`src/rtl/heap_array_allocator_if.sv`:
```
// Request/response and heap-write bundle for heap_array_allocator.
//
// Signals:
//   req_valid/req_free/req_array  request from the engine (alloc when req_free=0).
//   req_ready                     allocator can take a request this cycle.
//   resp_valid/resp_array/resp_error
//                                 one-cycle completion pulse with result.
//   heap_we/heap_addr/heap_data   heap write port used to zero a new array.
//
// Modports:
//   slave  - the allocator.
//   master - the requesting engine / heap.
interface heap_array_allocator_if #(
  parameter int MemoryElementWidth = 12,
  parameter int HeapAddrWidth      = 7
);
  logic                          req_valid;
  logic                          req_free;
  logic [MemoryElementWidth-1:0] req_array;
  logic                          req_ready;
  logic                          resp_valid;
  logic [MemoryElementWidth-1:0] resp_array;
  logic                          resp_error;
  logic                          heap_we;
  logic [HeapAddrWidth-1:0]      heap_addr;
  logic [MemoryElementWidth-1:0] heap_data;

  modport slave (
    input  req_valid, req_free, req_array,
    output req_ready, resp_valid, resp_array, resp_error,
    output heap_we, heap_addr, heap_data
  );

  modport master (
    output req_valid, req_free, req_array,
    input  req_ready, resp_valid, resp_array, resp_error,
    input  heap_we, heap_addr, heap_data
  );
endinterface

```
`src/rtl/heap_array_allocator.sv`:
```
// Allocation controller for the heap arrays of the test-program engine.
// Keeps the array-in-use bitmap, a LIFO stack of freed ids, a per-array
// size table and allocation statistics. One alloc/free request is served
// at a time; every successful alloc zeroes the array's heap area
// (NArea words starting at id*NArea) before the response is issued.
//
// Ports:
//   clock          rising-edge clock.
//   reset          asynchronous, active-high reset.
//   bus            request/response handshake and heap write port (slave).
//   size_we        write size_value into the size table at size_array.
//   size_array     size table index for both write and read.
//   size_value     size to write.
//   size_rd        combinational size table read at size_array.
//   allocs_in_use  number of arrays currently allocated.
//   allocs_max     high-water mark of allocs_in_use.
module heap_array_allocator #(
  parameter int MemoryElementWidth = 12,
  parameter int NArrays            = 20,
  parameter int NArea              = 4,
  parameter int HeapAddrWidth      = 7
) (
  input  logic                          clock,
  input  logic                          reset,
  heap_array_allocator_if.slave         bus,
  input  logic                          size_we,
  input  logic [MemoryElementWidth-1:0] size_array,
  input  logic [MemoryElementWidth-1:0] size_value,
  output logic [MemoryElementWidth-1:0] size_rd,
  output logic [MemoryElementWidth-1:0] allocs_in_use,
  output logic [MemoryElementWidth-1:0] allocs_max
);

  localparam int IdxW = (NArrays > 1) ? $clog2(NArrays) : 1;
  localparam logic [MemoryElementWidth-1:0] NArraysW = MemoryElementWidth'(NArrays);
  localparam logic [MemoryElementWidth-1:0] LastWord = MemoryElementWidth'(NArea - 1);

  typedef enum logic [1:0] {
    IDLE  = 2'd0,
    CLEAR = 2'd1,
    RESP  = 2'd2
  } stateT;

  stateT                         state;
  logic [NArrays-1:0]            bitmap;
  logic [MemoryElementWidth-1:0] freedStack [NArrays];
  logic [MemoryElementWidth-1:0] stackTop;
  logic [MemoryElementWidth-1:0] nextNew;
  logic [MemoryElementWidth-1:0] sizeTable [NArrays];
  logic [MemoryElementWidth-1:0] allocsInUse;
  logic [MemoryElementWidth-1:0] allocsMax;
  logic [MemoryElementWidth-1:0] curId;
  logic [MemoryElementWidth-1:0] writeIdx;
  logic                          reqReady;
  logic                          respValid;
  logic [MemoryElementWidth-1:0] respArray;
  logic                          respError;
  logic                          heapWe;
  logic [HeapAddrWidth-1:0]      heapAddr;

  logic                          allocAvail;
  logic                          allocFromStack;
  logic [MemoryElementWidth-1:0] allocId;
  logic [HeapAddrWidth-1:0]      allocBase;
  logic [MemoryElementWidth-1:0] inUseInc;
  logic                          freeInRange;
  logic                          freeOk;
  logic                          sizeInRange;

  // Pick the id an alloc would receive: most recently freed id first,
  // then the next never-used id, otherwise nothing is available.
  always_comb begin
    allocAvail     = 1'b1;
    allocFromStack = 1'b0;
    allocId        = '0;
    if (stackTop != '0) begin
      allocFromStack = 1'b1;
      allocId        = freedStack[IdxW'(stackTop - 1'b1)];
    end else if (nextNew < NArraysW) begin
      allocId = nextNew;
    end else begin
      allocAvail = 1'b0;
    end
  end

  // Request qualification and derived values used by the state machine.
  always_comb begin
    allocBase   = HeapAddrWidth'(allocId * NArea);
    inUseInc    = allocsInUse + 1'b1;
    freeInRange = (bus.req_array < NArraysW);
    freeOk      = freeInRange ? bitmap[IdxW'(bus.req_array)] : 1'b0;
    sizeInRange = (size_array < NArraysW);
  end

  // Size table read port; out-of-range indices read as zero.
  always_comb begin
    size_rd = '0;
    if (sizeInRange) begin
      size_rd = sizeTable[IdxW'(size_array)];
    end
  end

  assign bus.req_ready  = reqReady;
  assign bus.resp_valid = respValid;
  assign bus.resp_array = respArray;
  assign bus.resp_error = respError;
  assign bus.heap_we    = heapWe;
  assign bus.heap_addr  = heapAddr;
  assign bus.heap_data  = '0;
  assign allocs_in_use  = allocsInUse;
  assign allocs_max     = allocsMax;

  // Main controller. The size table write sits ahead of the state machine
  // so that an alloc clearing the same entry on the same edge overrides it.
  // Heap writes are set up on the accept edge so the NArea zeroing writes
  // occupy the cycles directly after accept, followed by the response.
  always_ff @(posedge clock or posedge reset) begin
    if (reset) begin
      state       <= IDLE;
      bitmap      <= '0;
      stackTop    <= '0;
      nextNew     <= '0;
      allocsInUse <= '0;
      allocsMax   <= '0;
      curId       <= '0;
      writeIdx    <= '0;
      reqReady    <= 1'b1;
      respValid   <= 1'b0;
      respArray   <= '0;
      respError   <= 1'b0;
      heapWe      <= 1'b0;
      heapAddr    <= '0;
      for (int i = 0; i < NArrays; i++) begin
        freedStack[i] <= '0;
        sizeTable[i]  <= '0;
      end
    end else begin
      if (size_we && sizeInRange) begin
        sizeTable[IdxW'(size_array)] <= size_value;
      end

      case (state)
        IDLE: begin
          if (bus.req_valid && reqReady) begin
            reqReady <= 1'b0;
            if (!bus.req_free) begin
              if (allocAvail) begin
                if (allocFromStack) begin
                  stackTop <= stackTop - 1'b1;
                end else begin
                  nextNew <= nextNew + 1'b1;
                end
                bitmap[IdxW'(allocId)]    <= 1'b1;
                sizeTable[IdxW'(allocId)] <= '0;
                allocsInUse <= inUseInc;
                if (inUseInc > allocsMax) begin
                  allocsMax <= inUseInc;
                end
                curId    <= allocId;
                writeIdx <= '0;
                heapWe   <= 1'b1;
                heapAddr <= allocBase;
                state    <= CLEAR;
              end else begin
                respValid <= 1'b1;
                respError <= 1'b1;
                respArray <= '0;
                state     <= RESP;
              end
            end else begin
              respValid <= 1'b1;
              respArray <= bus.req_array;
              state     <= RESP;
              if (freeOk) begin
                bitmap[IdxW'(bus.req_array)]  <= 1'b0;
                freedStack[IdxW'(stackTop)]   <= bus.req_array;
                stackTop    <= stackTop + 1'b1;
                allocsInUse <= allocsInUse - 1'b1;
                respError   <= 1'b0;
              end else begin
                respError <= 1'b1;
              end
            end
          end
        end

        CLEAR: begin
          if (writeIdx == LastWord) begin
            heapWe    <= 1'b0;
            heapAddr  <= '0;
            respValid <= 1'b1;
            respError <= 1'b0;
            respArray <= curId;
            state     <= RESP;
          end else begin
            writeIdx <= writeIdx + 1'b1;
            heapAddr <= heapAddr + 1'b1;
          end
        end

        RESP: begin
          respValid <= 1'b0;
          respError <= 1'b0;
          reqReady  <= 1'b1;
          state     <= IDLE;
        end

        default: begin
          state <= IDLE;
        end
      endcase
    end
  end

endmodule

```
`src/flat_wrapper.sv`:
```
// flat-port wrapper written by rule: the top's interface ports become plain ports
module heap_array_allocator_flat 
#(
  parameter int MemoryElementWidth = 12,
  parameter int NArrays            = 20,
  parameter int NArea              = 4,
  parameter int HeapAddrWidth      = 7
)
  (clock, reset, size_we, size_array, size_value, size_rd, allocs_in_use, allocs_max, bus_req_valid, bus_req_free, bus_req_array, bus_req_ready, bus_resp_valid, bus_resp_array, bus_resp_error, bus_heap_we, bus_heap_addr, bus_heap_data);
  heap_array_allocator_if #(.MemoryElementWidth(MemoryElementWidth), .HeapAddrWidth(HeapAddrWidth)) bus_i ();
  input  logic clock;
  input  logic reset;
  input  logic size_we;
  input  logic [MemoryElementWidth-1:0] size_array;
  input  logic [MemoryElementWidth-1:0] size_value;
  output logic [MemoryElementWidth-1:0] size_rd;
  output logic [MemoryElementWidth-1:0] allocs_in_use;
  output logic [MemoryElementWidth-1:0] allocs_max;
  input wire logic [$bits(bus_i.req_valid)-1:0] bus_req_valid;
  input wire logic [$bits(bus_i.req_free)-1:0] bus_req_free;
  input wire logic [$bits(bus_i.req_array)-1:0] bus_req_array;
  output wire logic [$bits(bus_i.req_ready)-1:0] bus_req_ready;
  output wire logic [$bits(bus_i.resp_valid)-1:0] bus_resp_valid;
  output wire logic [$bits(bus_i.resp_array)-1:0] bus_resp_array;
  output wire logic [$bits(bus_i.resp_error)-1:0] bus_resp_error;
  output wire logic [$bits(bus_i.heap_we)-1:0] bus_heap_we;
  output wire logic [$bits(bus_i.heap_addr)-1:0] bus_heap_addr;
  output wire logic [$bits(bus_i.heap_data)-1:0] bus_heap_data;
  assign bus_i.req_valid = bus_req_valid;
  assign bus_i.req_free = bus_req_free;
  assign bus_i.req_array = bus_req_array;
  assign bus_req_ready = bus_i.req_ready;
  assign bus_resp_valid = bus_i.resp_valid;
  assign bus_resp_array = bus_i.resp_array;
  assign bus_resp_error = bus_i.resp_error;
  assign bus_heap_we = bus_i.heap_we;
  assign bus_heap_addr = bus_i.heap_addr;
  assign bus_heap_data = bus_i.heap_data;
  heap_array_allocator #(.MemoryElementWidth(MemoryElementWidth), .NArrays(NArrays), .NArea(NArea), .HeapAddrWidth(HeapAddrWidth)) u_core (.clock(clock), .reset(reset), .bus(bus_i), .size_we(size_we), .size_array(size_array), .size_value(size_value), .size_rd(size_rd), .allocs_in_use(allocs_in_use), .allocs_max(allocs_max));
endmodule
```
`config.mk`:
```
export PLATFORM = sky130hd
export DESIGN_NAME = heap_array_allocator_flat
export DESIGN_NICKNAME = d
export VERILOG_FILES = /design/src/rtl/heap_array_allocator_if.sv /design/src/rtl/heap_array_allocator.sv /design/src/flat_wrapper.sv
export SDC_FILE = /design/constraint.sdc
export NUM_CORES = 2
export LEC_CHECK = 0
export BUFFER_PORTS_ARGS = -buffer_cell sky130_fd_sc_hd__buf_2
export CORE_UTILIZATION = 56
export CTS_CLUSTER_SIZE = 28
export DETAILED_ROUTE_END_ITERATION = 10
export HOLD_SLACK_MARGIN = 0.08
export PLACE_DENSITY = 0.83
export SYNTH_ARGS = -nofsm -noshare
export SYNTH_HDL_FRONTEND = slang
export SYNTH_SLANG_ARGS = --single-unit
```
`constraint.sdc`:
```
create_clock -name clock -period 15.25 [get_ports clock]
set_input_delay 0 -clock clock [delete_from_list [all_inputs] [get_ports clock]]
set_output_delay 0 -clock clock [all_outputs]
set_load 0.02 [all_outputs]
```
==> summary.md <==
| Metric | Value |
|---|---|
| Status | completed |
| HPWL after detailed placement | 47,000 µm |
| Largest stage delay, worst path | 1040 ps |
| Vias | 20,420 |
| Fillers | 3,561 |
| Die ar. | 52,200 µm² |
| Cells after synthesis | 2,450 |
| Synth cell types | 81 |
| RSZ-0062 raised after global routing | no |
| Clock transition at the registers of the reported paths | 70 ps |
| Simple-gate area share of the yosys netlist | 14.8% |
| First-pass GRT wire length | 119,000 µm |
| CP arrival | 5930 ps |
| Drt first pass iters | 5 |
| Critical path class | register to register |
| LEAKAGE | 15.1 nW |
| Final min period | 5480 ps |
| FMAX | 182 MHz |
| Area post-placement | 29,500 µm² |
| Hold Path Origin | size_array[4] |
| Period utilisation layout | 35.9% |
| Drt total wl | 74,300 µm |
| Sw frac | 32.0% |
| Fin. Hold Viols | 0 |
| Critical-path cell list | inv_1, ha_2, buf_4, mux4_2, nor2b_1, nor4_1, nand2_2, nor3_2, nor2_1 |
| MaxCap Viol Count | 0 |
| Root Driver | clkbuf_16 |
| Reg area | 14,900 µm² |
| Post-synthesis mux area share | 21.7% |
| Crit path max-delay cell type | nor3_2 |
| Gr usage total | 28.8% |
| Logic pwr share | 21.4% |
| Register bit total from synthesis | 597 |
| Setup crit start | u_core.stackTop[0]$_DFFE_PP0P_ |
| Starting Density | 57.0% |
| Worst hold path class | input port to register |
| CP delay by family, top | simple AND/OR/NAND/NOR gates |
| Final worst slack | 9770 ps |
| Number of synthesized flops with an enable pin | 0 |
| Reg2Reg Launch Point | u_core.stackTop[0]$_DFFE_PP0P_ |
| Ys flop type | dfrtp_1 |
| DRC | 0 |
| Clk_skew | 27.4 ps |
| Routability cong. | 0.931 |
| Core box area | 50,400 µm² |
| Startpoint Class | register |
| Net switching power figure | 0.00135 W |
| Post-synth top area cell | dfrtp_1 |
| DIE WIDTH | 229 µm |
| Synth Cell Area | 28,700 µm² |
| Wire length per cell | 23.2 µm |
| Vias in the first global route | 20,964 |
| Yosys top cell area share | 51.9% |
| Asr flop ratio synth | 100% |
| Maximum vdd drop | 0.000119 V |
| Seq/Total Area, Yosys | 52.0% |
| Slew @ Worst Pin | 1300 ps |
| Row cnt | 82 |
| Post-Place Setup Slack | 9800 ps |
| Max_slew headroom | 13.2% |
| Area of the multi-input gates | 12,800 µm² |
| Setup Fix Bufs, Post-CTS | 0 |
| Die Y | 229 µm |
| Clock power frac | 36.5% |
| Compound-Gate Fraction of Synth Area | 5.53% |
| Final hold slack | 134 ps |
| # H-tree levels | 2 |
| Int Pwr | 0.00287 W |
| TritonCTS buffer count | 59 |
| Clk buf depth | 3 |
| ANT cells | 0 |
| Critical path capture point type | register |
| Pwr dens | 133 nW/µm² |
| Initial DRC Count | 2,411 |
| Largest family of logic cells by synthesized area | multiplexers |
| WP buf/inv | 2 |
| Top cells by area, synth | dfrtp_1, mux4_2, mux2i_1, mux2_2, nor2_1 |
| Routed Antenna Nets | 0 |
| TritonCTS Sinks | 597 |
| Post-DR vias/cell | 6.39 |
| TNS Setup | 0 ps |
| Final setup vio count | 0 |
| Maximum net fanout on the critical path | 33 |
| Largest net degree at the start of global routing | 210 |
| Critical path required time | 15,700 ps |
| Fin. max-slew vios | 0 |
| Io pins | 112 |
| Xor and xnor area share after synthesis | 1.34% |
| Nets | 2,547 |
| Synth Area in Adders | 1.09% |
| Cts hold-fix bufs | 28 |
| CTS tree | built |
| Clock Latency Late Sink | 640 ps |
| Area Overhead vs Synth | 10.7% |
| Design area | 31,800 µm² |
| Post-cts resize count | 0 |
| Layout cells sized above 1 | 20.7% |
| Synth warn | 0 |
| Mapped Avg Cell Area | 11.7 µm² |
| Initial antenna violation count | 1 |
| Total gr overflow | 0 |
| PortBufs | 99 |
| Flop pwr share | 42.2% |
layout by cell type (no fill, tap or decap), types with 8 or more instances in the layout:
cell and instances:
dfrtp_1 595, nor2_1 280, mux2i_1 212, nand2_1 199, nor2b_1 153, mux4_2 124, mux2_2 116, buf_2 98
a21oi_1 74, o21ai_0 71, clkbuf_16 60, nand3_1 38, buf_4 36, nor3_1 32, nand4_1 29, dlygate4sd3_1 28
o22ai_1 27, inv_1 26, and3_1 24, ha_1 24, xnor2_1 23, a21o_1 22, xor2_1 21, nor4_1 12
nor3_2 12, conb_1 12, nand2b_1 11, clkinv_2 11, a31oi_1 10, clkbuf_8 8, bufinv_16 8
worst min-delay path, stage by stage:
cell and delay, ps:
buf_2 140, nand2_1 140, nor2_1 230, nand2_1 130, a21oi_1 60
worst paths after layout:
check | end | slack [ps] | cells past startpoint
max | u_core.sizeTable[238]$_DFF_PP0_ | 9770 | 9
min | u_core.sizeTable[1]$_DFF_PP0_ | 130 | 5
max reg2reg | u_core.sizeTable[238]$_DFF_PP0_ | 9770 | 9
min reg2reg | u_core.nextNew[10]$_DFFE_PP0P_ | 380 | 0
max in group asynchronous | u_core.freedStack[117]$_DFFE_PP0P_ | 11240 | 7
min in group asynchronous | u_core.nextNew[0]$_DFFE_PP0P_ | 630 | 4
power by group through the flow:
stage / combinational [W] / clock, W / sequential [W]
detailed placement: 0.000880 / 0 / 0.00181
global placement: 0.000854 / 0 / 0.00180
finish: 0.000904 / 0.00154 / 0.00178
floorplan: 0.000638 / 0 / 0.00178
CTS: 0.000893 / 0.00155 / 0.00178
global route: 0.000968 / 0.00161 / 0.00180
synth_stat cells, types with 3 or more instances:
cell      instances
nand3b_1          3
a22oi_1           3
o22ai_1          27
xor2_1           21
nor4_1           12
a22o_1            7
a31oi_1          10
o21ai_0          71
or3_1             5
nand2_1         199
xnor2_1          23
nand3_1          38
mux2_2          116
buf_2            45
nor3_2           12
ha_1             25
nand4_1          29
o211ai_1          3
or4_1             5
nor3b_1           6
and3_1           24
o32ai_1           3
dfrtp_1         596
nand2b_1         11
mux4_2          124
buf_6             5
and2_1            4
buf_4            20
clkbuf_1        115
buf_1            19
mux2i_1         212
nor4_4            7
a21o_1           22
a21oi_1          74
nor2_1          280
nor3_1           32
or2_2             5
inv_1            27
a221oi_1          3
nor2b_1         153
o21a_1            4
state kept, by name, indices dropped and copies added (netlist names), 2 cells and up:
register / count
u_core.curId: 12
u_core.stackTop: 12
u_core.freedStack: 240
u_core.state: 2
u_core.nextNew: 12
u_core.bus.resp_array: 12
u_core.allocs_max: 12
u_core.sizeTable: 240
u_core.bitmap: 20
u_core.allocs_in_use: 12
u_core.bus.heap_addr: 7
u_core.writeIdx: 12
cells by family (layout without fill, tap and decap cells):
kind of cell	count (synthesis)	after routing
AOI/OAI and AO/OA	254	254
buffers and inverters	232	297
xor gates and xnor gates	44	44
DFF	597	597
adders and majority gates	25	25
and+or+nand+nor	845	845
other	1	12
muxes	452	452
per-stage QoR:
stage | std cells | util (%) | power, W
6_report | 3198 | 63.1 | 0.00423
5_1_grt | 3198 | 63.1 | 0.00437
4_1_cts | 3198 | 63.1 | 0.00422
3_5_place_dp | 3064 | 58.5 | 0.00269
3_3_place_gp | 3064 | 58.5 | 0.00266
2_1_floorplan | 2461 | - | 0.00242
routing by layer:
layer | global-route usage, % | vias to the layer above | routed length [µm] | share of wire (%)
met1 | 39.9 | 10530 | 30400 | 41
met4 | 11.7 | 2 | 2930 | 3.9
met5 | 0 | - | 8 | 0.011
met3 | 5.90 | 201 | 6310 | 8.5
met2 | 44.7 | 1040 | 34700 | 47
li1 | - | 8647 | - | -
area by class of cell:
| cell class | count | area share [%] |
|---|---|---|
| Clock buffer | 75 | 5.15 |
| Clock inverter | 31 | 1.27 |
| Inverter | 28 | 0.342 |
| Multi-Input combinational cell | 1632 | 40.3 |
| Sequential cell | 597 | 47.0 |
| Tap cell | 672 | 2.64 |
| Timing Repair Buffer | 163 | 3.34 |
Note: power is estimated with default switching activity, not from simulation.
